$ cat config.mk
export PLATFORM = sky130hd
export DESIGN_NAME = video_stream_sink
export DESIGN_NICKNAME = d
export VERILOG_FILES = /design/src/rtl/video_stream_sink.sv
export SDC_FILE = /design/constraint.sdc
export NUM_CORES = 1
export LEC_CHECK = 0
export CORE_AREA = 4 4 105 97
export CTS_CLUSTER_DIAMETER = 40
export CTS_CLUSTER_SIZE = 20
export DETAILED_ROUTE_END_ITERATION = 6
export DIE_AREA = 0 0 109 101
export GPL_ROUTABILITY_DRIVEN = 0
export PLACE_DENSITY = 0.85
export RECOVER_POWER = 25
export SLEW_MARGIN = 20
export SYNTH_ARGS = -nofsm -noshare
export SYNTH_HDL_FRONTEND = slang
export SYNTH_SLANG_ARGS = --single-unit
$ cat constraint.sdc
create_clock -name aclk -period 2.45 [get_ports aclk]
set_input_delay 0.6125 -clock aclk [delete_from_list [all_inputs] [get_ports aclk]]
set_output_delay 0.6125 -clock aclk [all_outputs]
set_load 0.03 [all_outputs]
$ cat src/rtl/video_stream_sink.sv
`default_nettype none
// ============================================================================
// Module   : video_stream_sink
// Purpose  : AXI4-Stream RGB video sink. Unpacks {r,g,b} beats, tracks pixel
//            coordinates, checks frame geometry against SOF (tuser) and
//            EOL (tlast) markers, and counts frames and marker errors.
// Revision : 1.0 - initial release
// ============================================================================
module video_stream_sink #(
  parameter int X_SIZE = 640,
  parameter int Y_SIZE = 480,
  parameter int CW     = 11
) (
  input  logic          aclk,
  input  logic          areset,
  input  logic [23:0]   s_axis_tdata,
  input  logic          s_axis_tvalid,
  output logic          s_axis_tready,
  input  logic          s_axis_tuser,
  input  logic          s_axis_tlast,
  input  logic          sink_stall,
  output logic          pix_valid,
  output logic [7:0]    pix_r,
  output logic [7:0]    pix_g,
  output logic [7:0]    pix_b,
  output logic [CW-1:0] pix_x,
  output logic [CW-1:0] pix_y,
  output logic          frame_done,
  output logic [15:0]   frame_count,
  output logic [7:0]    err_sof,
  output logic [7:0]    err_eol
);

  localparam logic [CW-1:0] X_LAST = CW'(X_SIZE - 1);
  localparam logic [CW-1:0] Y_LAST = CW'(Y_SIZE - 1);

  typedef enum logic [1:0] {
    WAIT_SOF  = 2'd0,
    ACTIVE    = 2'd1,
    DROP_LINE = 2'd2
  } state_t;

  state_t        state, state_nx;
  logic [CW-1:0] x, x_nx, y, y_nx;
  logic          xfer;
  logic          emit;
  logic [CW-1:0] emit_x, emit_y;
  logic          sof_err, eol_err, line_end, frame_end;

  // Ready only depends on reset and downstream stall; no internal buffering.
  assign s_axis_tready = !areset && !sink_stall;
  assign xfer          = s_axis_tvalid && s_axis_tready;

  // Next-state, coordinate update and event decode for one transferred beat.
  always_comb begin
    state_nx  = state;
    x_nx      = x;
    y_nx      = y;
    emit      = 1'b0;
    emit_x    = x;
    emit_y    = y;
    sof_err   = 1'b0;
    eol_err   = 1'b0;
    line_end  = 1'b0;
    frame_end = 1'b0;
    if (xfer) begin
      if (s_axis_tuser) begin
        // SOF always restarts the frame; outside WAIT_SOF it abandons one.
        sof_err  = (state != WAIT_SOF);
        emit     = 1'b1;
        emit_x   = '0;
        emit_y   = '0;
        x_nx     = CW'(1);
        y_nx     = '0;
        state_nx = ACTIVE;
      end else begin
        case (state)
          WAIT_SOF: sof_err = 1'b1;
          ACTIVE: begin
            emit = 1'b1;
            if (x == X_LAST) begin
              if (s_axis_tlast) begin
                line_end = 1'b1;
              end else begin
                eol_err  = 1'b1;
                state_nx = DROP_LINE;
              end
            end else if (s_axis_tlast) begin
              eol_err  = 1'b1;
              line_end = 1'b1;
            end else begin
              x_nx = x + CW'(1);
            end
          end
          DROP_LINE: line_end = s_axis_tlast;
          default:   state_nx = WAIT_SOF;
        endcase
        // Line termination (normal, early, or end of a dropped line).
        if (line_end) begin
          x_nx = '0;
          if (y == Y_LAST) begin
            y_nx      = '0;
            frame_end = 1'b1;
            state_nx  = WAIT_SOF;
          end else begin
            y_nx     = y + CW'(1);
            state_nx = ACTIVE;
          end
        end
      end
    end
  end

  // State, coordinate, pixel output and counter registers.
  always_ff @(posedge aclk) begin
    if (areset) begin
      state       <= WAIT_SOF;
      x           <= '0;
      y           <= '0;
      pix_valid   <= 1'b0;
      pix_r       <= '0;
      pix_g       <= '0;
      pix_b       <= '0;
      pix_x       <= '0;
      pix_y       <= '0;
      frame_done  <= 1'b0;
      frame_count <= '0;
      err_sof     <= '0;
      err_eol     <= '0;
    end else begin
      state      <= state_nx;
      x          <= x_nx;
      y          <= y_nx;
      pix_valid  <= emit;
      frame_done <= frame_end;
      if (emit) begin
        pix_r <= s_axis_tdata[23:16];
        pix_g <= s_axis_tdata[15:8];
        pix_b <= s_axis_tdata[7:0];
        pix_x <= emit_x;
        pix_y <= emit_y;
      end
      if (frame_end) frame_count <= frame_count + 16'd1;
      if (sof_err && (err_sof != 8'hFF)) err_sof <= err_sof + 8'd1;
      if (eol_err && (err_eol != 8'hFF)) err_eol <= err_eol + 8'd1;
    end
  end

endmodule
`default_nettype wire
## Word level (Yosys, flattened, before mapping)

Cells that the tools add are included.

| word-level totals | value |
|---|---|
| register bits | 104 |
| latch bits | 0 |
| RAM bits | 0 |
| bits in read-only memories | 0 |
| input port bits | 30 |
| output and inout port bits | 81 |
| logic and storage cells | 80 |
| memories kept | 0 |

| cells by class | value |
|---|---|
| add/subtract/negate cells | 5 |
| multipliers | 0 |
| divide/modulo/power cells | 0 |
| order comparisons | 0 |
| equal/unequal tests | 11 |
| shift-type cells | 0 |
| mux-type cells | 37 |
| bitwise operators | 0 |
| reductions and logical operators | 14 |

Operators with widths:

| kind | number |
|---|---|
| $mux 11 | 12 |
| $add 11x1->11 const B | 2 |
| $mux 1 | 19 |
| $add 16x1->16 const B | 1 |
| $add 8x1->8 const B | 2 |
| $ne 8x8->1 const B | 2 |
| $eq 11x10->1 const B | 1 |
| $eq 11x9->1 const B | 1 |
| $mux 2 | 4 |
| $ne 4x4->1 const B | 2 |
| $reduce_and 4->1 | 2 |
| $ne 3x2->1 const B | 2 |
| $logic_and 1x1->1 | 4 |
| $pmux 2 s2 | 1 |
| $reduce_bool 2->1 | 2 |
| $ne 3x1->1 const B | 1 |
| $reduce_bool 3->1 | 1 |
| $eq 2x1->1 const B | 1 |
| $eq 2x2->1 const B | 1 |
| $logic_not 1->1 | 2 |
| $logic_not 2->1 | 1 |
| $pmux 1 s2 | 1 |
| $reduce_and 2->1 | 1 |
| $reduce_or 2->1 | 1 |

## Depth between registers and ports, before layout

| logic depth | value |
|---|---|
| word-level depth | 7 |
| gate-level depth with buffers | 9 |
| gate-level depth less buffers | 7 |

## Least setup slack after synthesis

Ideal clock, no wire load.

| path | value |
|---|---|
| kind | input-to-reg |
| start point | in areset |
| end point | reg frame_count[15] |
| setup time | 0.070 ns |
| arrival | 2.198 ns |
| required time | 2.380 ns |
| slack | 0.182 ns |
| cell stages on the path | 7 |
| path buffers | 2 |
| cell sequence | clkbuf_1 > nor3b_2 > and3_1 > clkbuf_1 > nand3_2 > or4_1 > a21oi_1 |

| between the ends | value |
|---|---|
| cells in the longest elaborated chain, start to end | 4 |

Ends and longest elaborated chain:

| item | RTL line | text |
|---|---|---|
| start: declaration | 15 | `input logic areset,` |
| $logic_not 1->1 | 51 | `assign s_axis_tready = !areset && !sink_stall;` |
| $logic_and 1x1->1 | 51 |  |
| $logic_and 1x1->1 | 52 | `assign xfer = s_axis_tvalid && s_axis_tready;` |
| $mux 1 | 66 | `if (xfer) begin` |
| end signal: assignment | 143 | `if (frame_end) frame_count <= frame_count + 16'd1;` |
| end: declaration | 29 | `output logic [15:0] frame_count,` |

Parallel ways exist; a longest one is shown, timed or not.
A chain may end at the register's enable or synchronous reset.

## Worst setup path in the final report

| path | value |
|---|---|
| start point | in sink_stall |
| end point | reg state[0] |

| between the ends | value |
|---|---|
| cells in the longest elaborated chain, start to end | 4 |

Ends and longest elaborated chain:

| item | RTL line | text |
|---|---|---|
| start: declaration | 21 | `input logic sink_stall,` |
| $logic_not 1->1 | 51 |  |
| $logic_and 1x1->1 | 51 |  |
| $logic_and 1x1->1 | 52 |  |
| $reduce_and 4->1 (no source line) | -- |  |
| end signal: assignment | 131 | `state <= state_nx;` |
| end: declaration | 43 | `state_t state, state_nx;` |

No other way between the ends.

==> results.toml <==
[outcome]
outcome = "finished, final reports clean"

[routing]
ant_nets = 0
firstDrtPassIters = 4
post-route-drc-count = 0
vias = 4232
wl_um = 11600
wl_per_cell_um = 15.2
drt_iter0_markers = 229
vias_per_cell = 5.55

[die]
fp.coreArea_mm2 = 0.00904
pin_count = 111
fp-row-count = 33
chipWidth_um = 109
die-area_mm2 = 0.0110
start_util = 0.484
die_y_um = 101

[yosys]
yosys-top-cells-count = "104 x dfxtp_1, 70 x nand2_1, 62 x nor2_1"
netlist_area_mm2 = 0.00437
syn_area_per_cell_um2 = 8.59
ys.warnings.count = 0
synth_top_area_share = 0.476
ys_ff_latch = 104
async_reset_ff_frac = 0
yosysMostFrequentCell = "dfxtp_1"
ys.flop_type = "dfxtp_1"
synthesis.nets = 546
yosysSeqAreaShare = 0.476
synth_edf_count = 0
synth.top_cells.by_area = "dfxtp_1 48%, nand2_1 6.0%, nor2_1 5.3%, a21oi_1 5.2%, a22oi_1 3.8%"
synth_top_cell_by_area = "dfxtp_1"
synth_cells = 509
ys_types = 50

[placed_design]
placed_cells = 746
hpwl_um = 8480
io_buffers = 110
place_area_mm2 = 0.00578

[timing]
tightest_slew_ps = 524
fin_crit_sh = 0.945
layout_min_cycle_time_ps = 2320
hold_violations = 0
holdWs_ps = 454
setup_violations = 0
max_slew_margin = 0.649
finClkSkew_ps = 9.85
fmaxAchievable_mhz = 432
finalMaxSlewViolations = 0

[cts]
cts_buffers = 9
cts_setup_buffers = 0
cts.sinks = 104
insertion_delay_ps = 370
tritoncts = "yes"
ctsHtreeMaxLevel = 3
clk_path_buf_depth = 2
clkTransAtPathRegs_ps = 100
root_buffer = "clkbuf_8"

[power_and_ir_drop]
total_leakage_power_nw = 2.10
ir_drop_uv = 368
power.density_mw_per_mm2 = 506

[global_routing]
antenna_found_initial = 0
grt_start_max_net_pins = 50
grt_overflow = 0
grt_pass1_vias = 4061
grt_pass1_wl_um = 18900
grt.total_usage = 0.213

[critical_path]
startpoint_type = "input pin"
worstPathArrival_ps = 2560
r2r_cells = 6
critical_path_class = "input pin to register"
worstPathMaxFanout = 5
required_ps = 2700
endpoint_kind = "register"

[layout]
drive_above_1_share = 0.0906
final_area_mm2 = 0.00596
nNetsFinal = 672
stdcell_count = 762
n_antenna_cell = 0
area_growth_pct = 36.2

[min_path]
whs_path_depth = 2
hp-class = "register to register"

[run]
max_cap_viol_count = 0
[cell type report]
type,instances,area (µm²)
Multi-Input combinational cell,370,2170
Clock inverter,6,77.6
Fill cell,763,3090
Clock buffer,10,128
Inverter,9,33.8
Tap cell,122,153
Sequential cell,104,2080
Timing Repair Buffer,141,1310
[flip-flops by register name, indices dropped and copies added, names as in the netlist]
| name | cells |
|---|---|
| err_sof | 8 |
| err_eol | 8 |
| pix_r | 8 |
| state | 2 |
| frame_count | 16 |
| pix_x | 11 |
| pix_y | 11 |
| pix_b | 8 |
| pix_valid | 1 |
| frame_done | 1 |
| y | 11 |
| x | 11 |
| pix_g | 8 |
[power by group]
part	leakage [nW]	switching [mW]	total (mW)	internal (mW)
sequential	0.839	0.00743	1.71	1.70
clock	0.101	0.616	1.11	0.491
combinational	1.16	0.108	0.197	0.0885
total	2.10	0.731	3.01	2.28
[worst paths after layout]
check | startpoint | endpoint | slack (ps)
min reg2reg | pix_g[0]$_SDFFE_PP0P_ | pix_g[0]$_SDFFE_PP0P_ | 450
max reg2reg | y[9]$_SDFFE_PP0P_ | y[6]$_SDFFE_PP0P_ | 210
min | pix_g[0]$_SDFFE_PP0P_ | pix_g[0]$_SDFFE_PP0P_ | 450
max | sink_stall | state[0]$_SDFFE_PP0P_ | 130
[worst max-delay path, cell delays in order]
cell and delay, ps:
clkdlybuf4s50_1 450, clkbuf_1 130, nor3b_2 310, clkbuf_1 250
nand2_1 110, or3b_2 490, o211ai_1 110, a221oi_1 100
[layout by cell type, fill, tap and decap left out, types with 12 or more instances in the layout]
cell and count:
buf_4 27, nand3_1 19, dfxtp_1 104, nor2_1 62
nand2_1 70, dlygate4sd3_1 19, a22oi_1 22, nand4_1 15
a21oi_1 45, xor2_1 18, clkdlybuf4s50_1 89, o21ai_0 12
[logic make-up (layout without fill, tap and decap cells)]
kind of cell / after synthesis / after routing / share of synthesized area
AO/OA/AOI/OAI: 102 / 102 / 0.144
XOR/XNOR: 27 / 27 / 0.0541
adder cells (fa/ha/maj): 7 / 7 / 0.0200
buffers and inverters: 35 / 166 / 0.0300
flip-flops: 104 / 104 / 0.476
multiplexers: 5 / 5 / 0.0120
AND/OR/NAND/NOR: 229 / 229 / 0.264
[per-layer routing]
metal | vias up | part of all wire | track usage | wire (µm)
met4 | 0 | 0.017 | 0.0767 | 192
met5 | - | 0 | 0 | 0
met1 | 2041 | 0.45 | 0.277 | 5220
met2 | 115 | 0.49 | 0.351 | 5650
li1 | 2057 | - | - | -
met3 | 19 | 0.047 | 0.0404 | 544
[through the flow]
stage	power, mW	setup WS, ps	setup TNS, ps	utilization
after floorplan	1.84	182	0	-
after global placement	1.94	-196	-2040	0.639
after detailed placement	1.95	-238	-3610	0.639
after CTS	3.04	131	0	0.662
after global routing	3.11	-5.56	-5.56	0.659
final	3.01	134	0	0.659
[timing repair]
action | 4_1_cts | 5_1_grt
setup endpoints to repair | 0 | 5
hold buffers | 0 | 0
gates resized for setup | 0 | 2
Power figures use the tool's default switching activity.
==> edit, RTL diff (same flow settings) <==
The 3 states of `state_t` get a one-hot encoding in 3 bits.
--- a/src/rtl/video_stream_sink.sv
+++ b/src/rtl/video_stream_sink.sv
@@ -35,8 +35,8 @@
   localparam logic [CW-1:0] Y_LAST = CW'(Y_SIZE - 1);
 
-  typedef enum logic [1:0] {
-    WAIT_SOF  = 2'd0,
-    ACTIVE    = 2'd1,
-    DROP_LINE = 2'd2
+  typedef enum logic [2:0] {
+    WAIT_SOF  = 3'b001,
+    ACTIVE    = 3'b010,
+    DROP_LINE = 3'b100
   } state_t;
 
Formal check against the unedited RTL: no difference found for any inputs over 4 cycles, from zero or initial values and one cycle with areset high; so few cycles prove little.
==> edit against the unedited design <==
Area after synthesis is 4.0% higher. Fmax is 4.7% lower. Via count grew 6.8%. Final area up 5.4%. Worst setup slack lost 0.11 ns. Routed wire length is 7.6% higher. Largest cell class unchanged. Critical path depth down 2. Total power down 1.1%. Sequential cell count rose by 1. Count of clock-buffer cells in the layout fell by 1.
==> edit: results (changes against the unedited design) <==
- Top post-synthesis cells by area: dfxtp_1 46%, nand2_1 6.6%, nor2_1 5.1%, a21oi_1 4.6%, xnor2_1 4.2% (was dfxtp_1 48%, nand2_1 6.0%, nor2_1 5.3%, a21oi_1 5.2%, a22oi_1 3.8%).
- The final non-filler cell total came to 809 (was 762).
- The mean instance size in the synthesized netlist is 8.39 µm² (was 8.59 µm²).
- Result of the run: completed (unchanged).
- The end of the worst hold path is pix_g[3] (was pix_g[0]).
- The static power due to leakage was 2.21 nW (was 2.10 nW).
- The fraction of the yosys area taken by sequential cells is 46.2% (was 47.6%).
- The HPWL after detailed placement was 9.11 mm (was 8.48 mm).
- The data arrival time of the worst path is 2.74 ns (was 2.56 ns).
- The maximum net fanout on the critical path was 3 (was 5).
- The number of library cell types mapped by synthesis is 53 (was 50).
- The worst hold slack after final layout is 0.458 ns (was 0.454 ns).
- The average detailed-routed wire length per instance is 15.4 µm (was 15.2 µm).
- The number of DRC violations after detailed-routing iteration 0 was 221 (was 229).
- The met3 usage in global routing is 6.09% (was 4.04%).
- The minimum setup slack after placement was -0.372 ns (was -0.238 ns).
- The peak per-stage delay on the critical path came to 0.53 ns (was 0.49 ns).
- The global-route wire length before repair is 20.7 mm (was 18.9 mm).
- The post-synthesis share of cell area spent on xor and xnor gates was 5.39% (was 5.41%).
- The global-route total usage across every layer is 23.2% (was 21.3%).
- The launch instance of the worst register-to-register path is x[4] (was y[9]).
- The final net count came to 717 (was 672).
- The share of final-layout standard cells stronger than drive strength 1 came to 12.1% (was 9.06%).
- The cell area reported after detailed placement came to 0.00610 mm² (was 0.00578 mm²).
- The detailed-router iteration count before antenna repair came to 5 (was 4).
- The slew at the pin closest to its max-slew limit is 0.614 ns (was 0.524 ns).
- The share of synthesized cell area in full adder, half adder and majority cells is 1.38% (was 2.00%).
- The via count of the first global-routing pass is 4,433 (was 4,061).
- Post-synth top cells: 105 x dfxtp_1, 80 x nand2_1, 62 x nor2_1 (was 104 x dfxtp_1, 70 x nand2_1, 62 x nor2_1).
- The sum of met2 wire segment lengths after detailed routing is 6.50 mm (was 5.65 mm).
- The worst reg-to-reg setup slack is 0.19 ns (was 0.21 ns).
- The terminus of the critical flop-to-flop path is err_eol[4] (was y[6]).
- The worst clock skew is 0.0127 ns (was 0.00985 ns).
- The cell with the biggest individual delay on the critical path is or4b_4 (was or3b_2).
- The met3 routed wirelength is 696 µm (was 544 µm).
- The compound-cell area share of the yosys netlist is 14.5% (was 14.4%).
- The met2 demand-to-capacity share in global routing came to 40.2% (was 35.1%).
## edit: cell types whose count changed in the layout (fill, tap and decap cells not counted), sizes merged, moves of 7 or more
cell,delta
buf,+19
xnor2,+13
dlygate4sd3,-12
xor2,-12
clkdlybuf4s50,+11
nand2,+10
nor3,+7
## edit: cell type report
type / count / area [µm²]
well taps: 122 / 153
clock inverters: 7 / 61.3
clock buffers: 9 / 124
multi-input cells: 395 / 2310
repair buffers: 160 / 1480
fillers: 695 / 2770
flip-flops and latches: 105 / 2100
inverters: 11 / 41.3
## edit: report_power, final
group / internal, mW / leakage [nW] / switching (mW)
Sequential: 1.72 / 0.847 / 0.0138
Combinational: 0.106 / 1.27 / 0.126
Clock: 0.389 / 0.0936 / 0.627
Total: 2.21 / 2.21 / 0.767
## edit: timing repair
item | 4_1_cts | 5_1_grt
pin swaps | 0 | 1
resized for setup | 1 | 6
hold buffers | 0 | 0
endpoints found under the hold margin | 0 | 0
setup endpoints to repair | 1 | 7
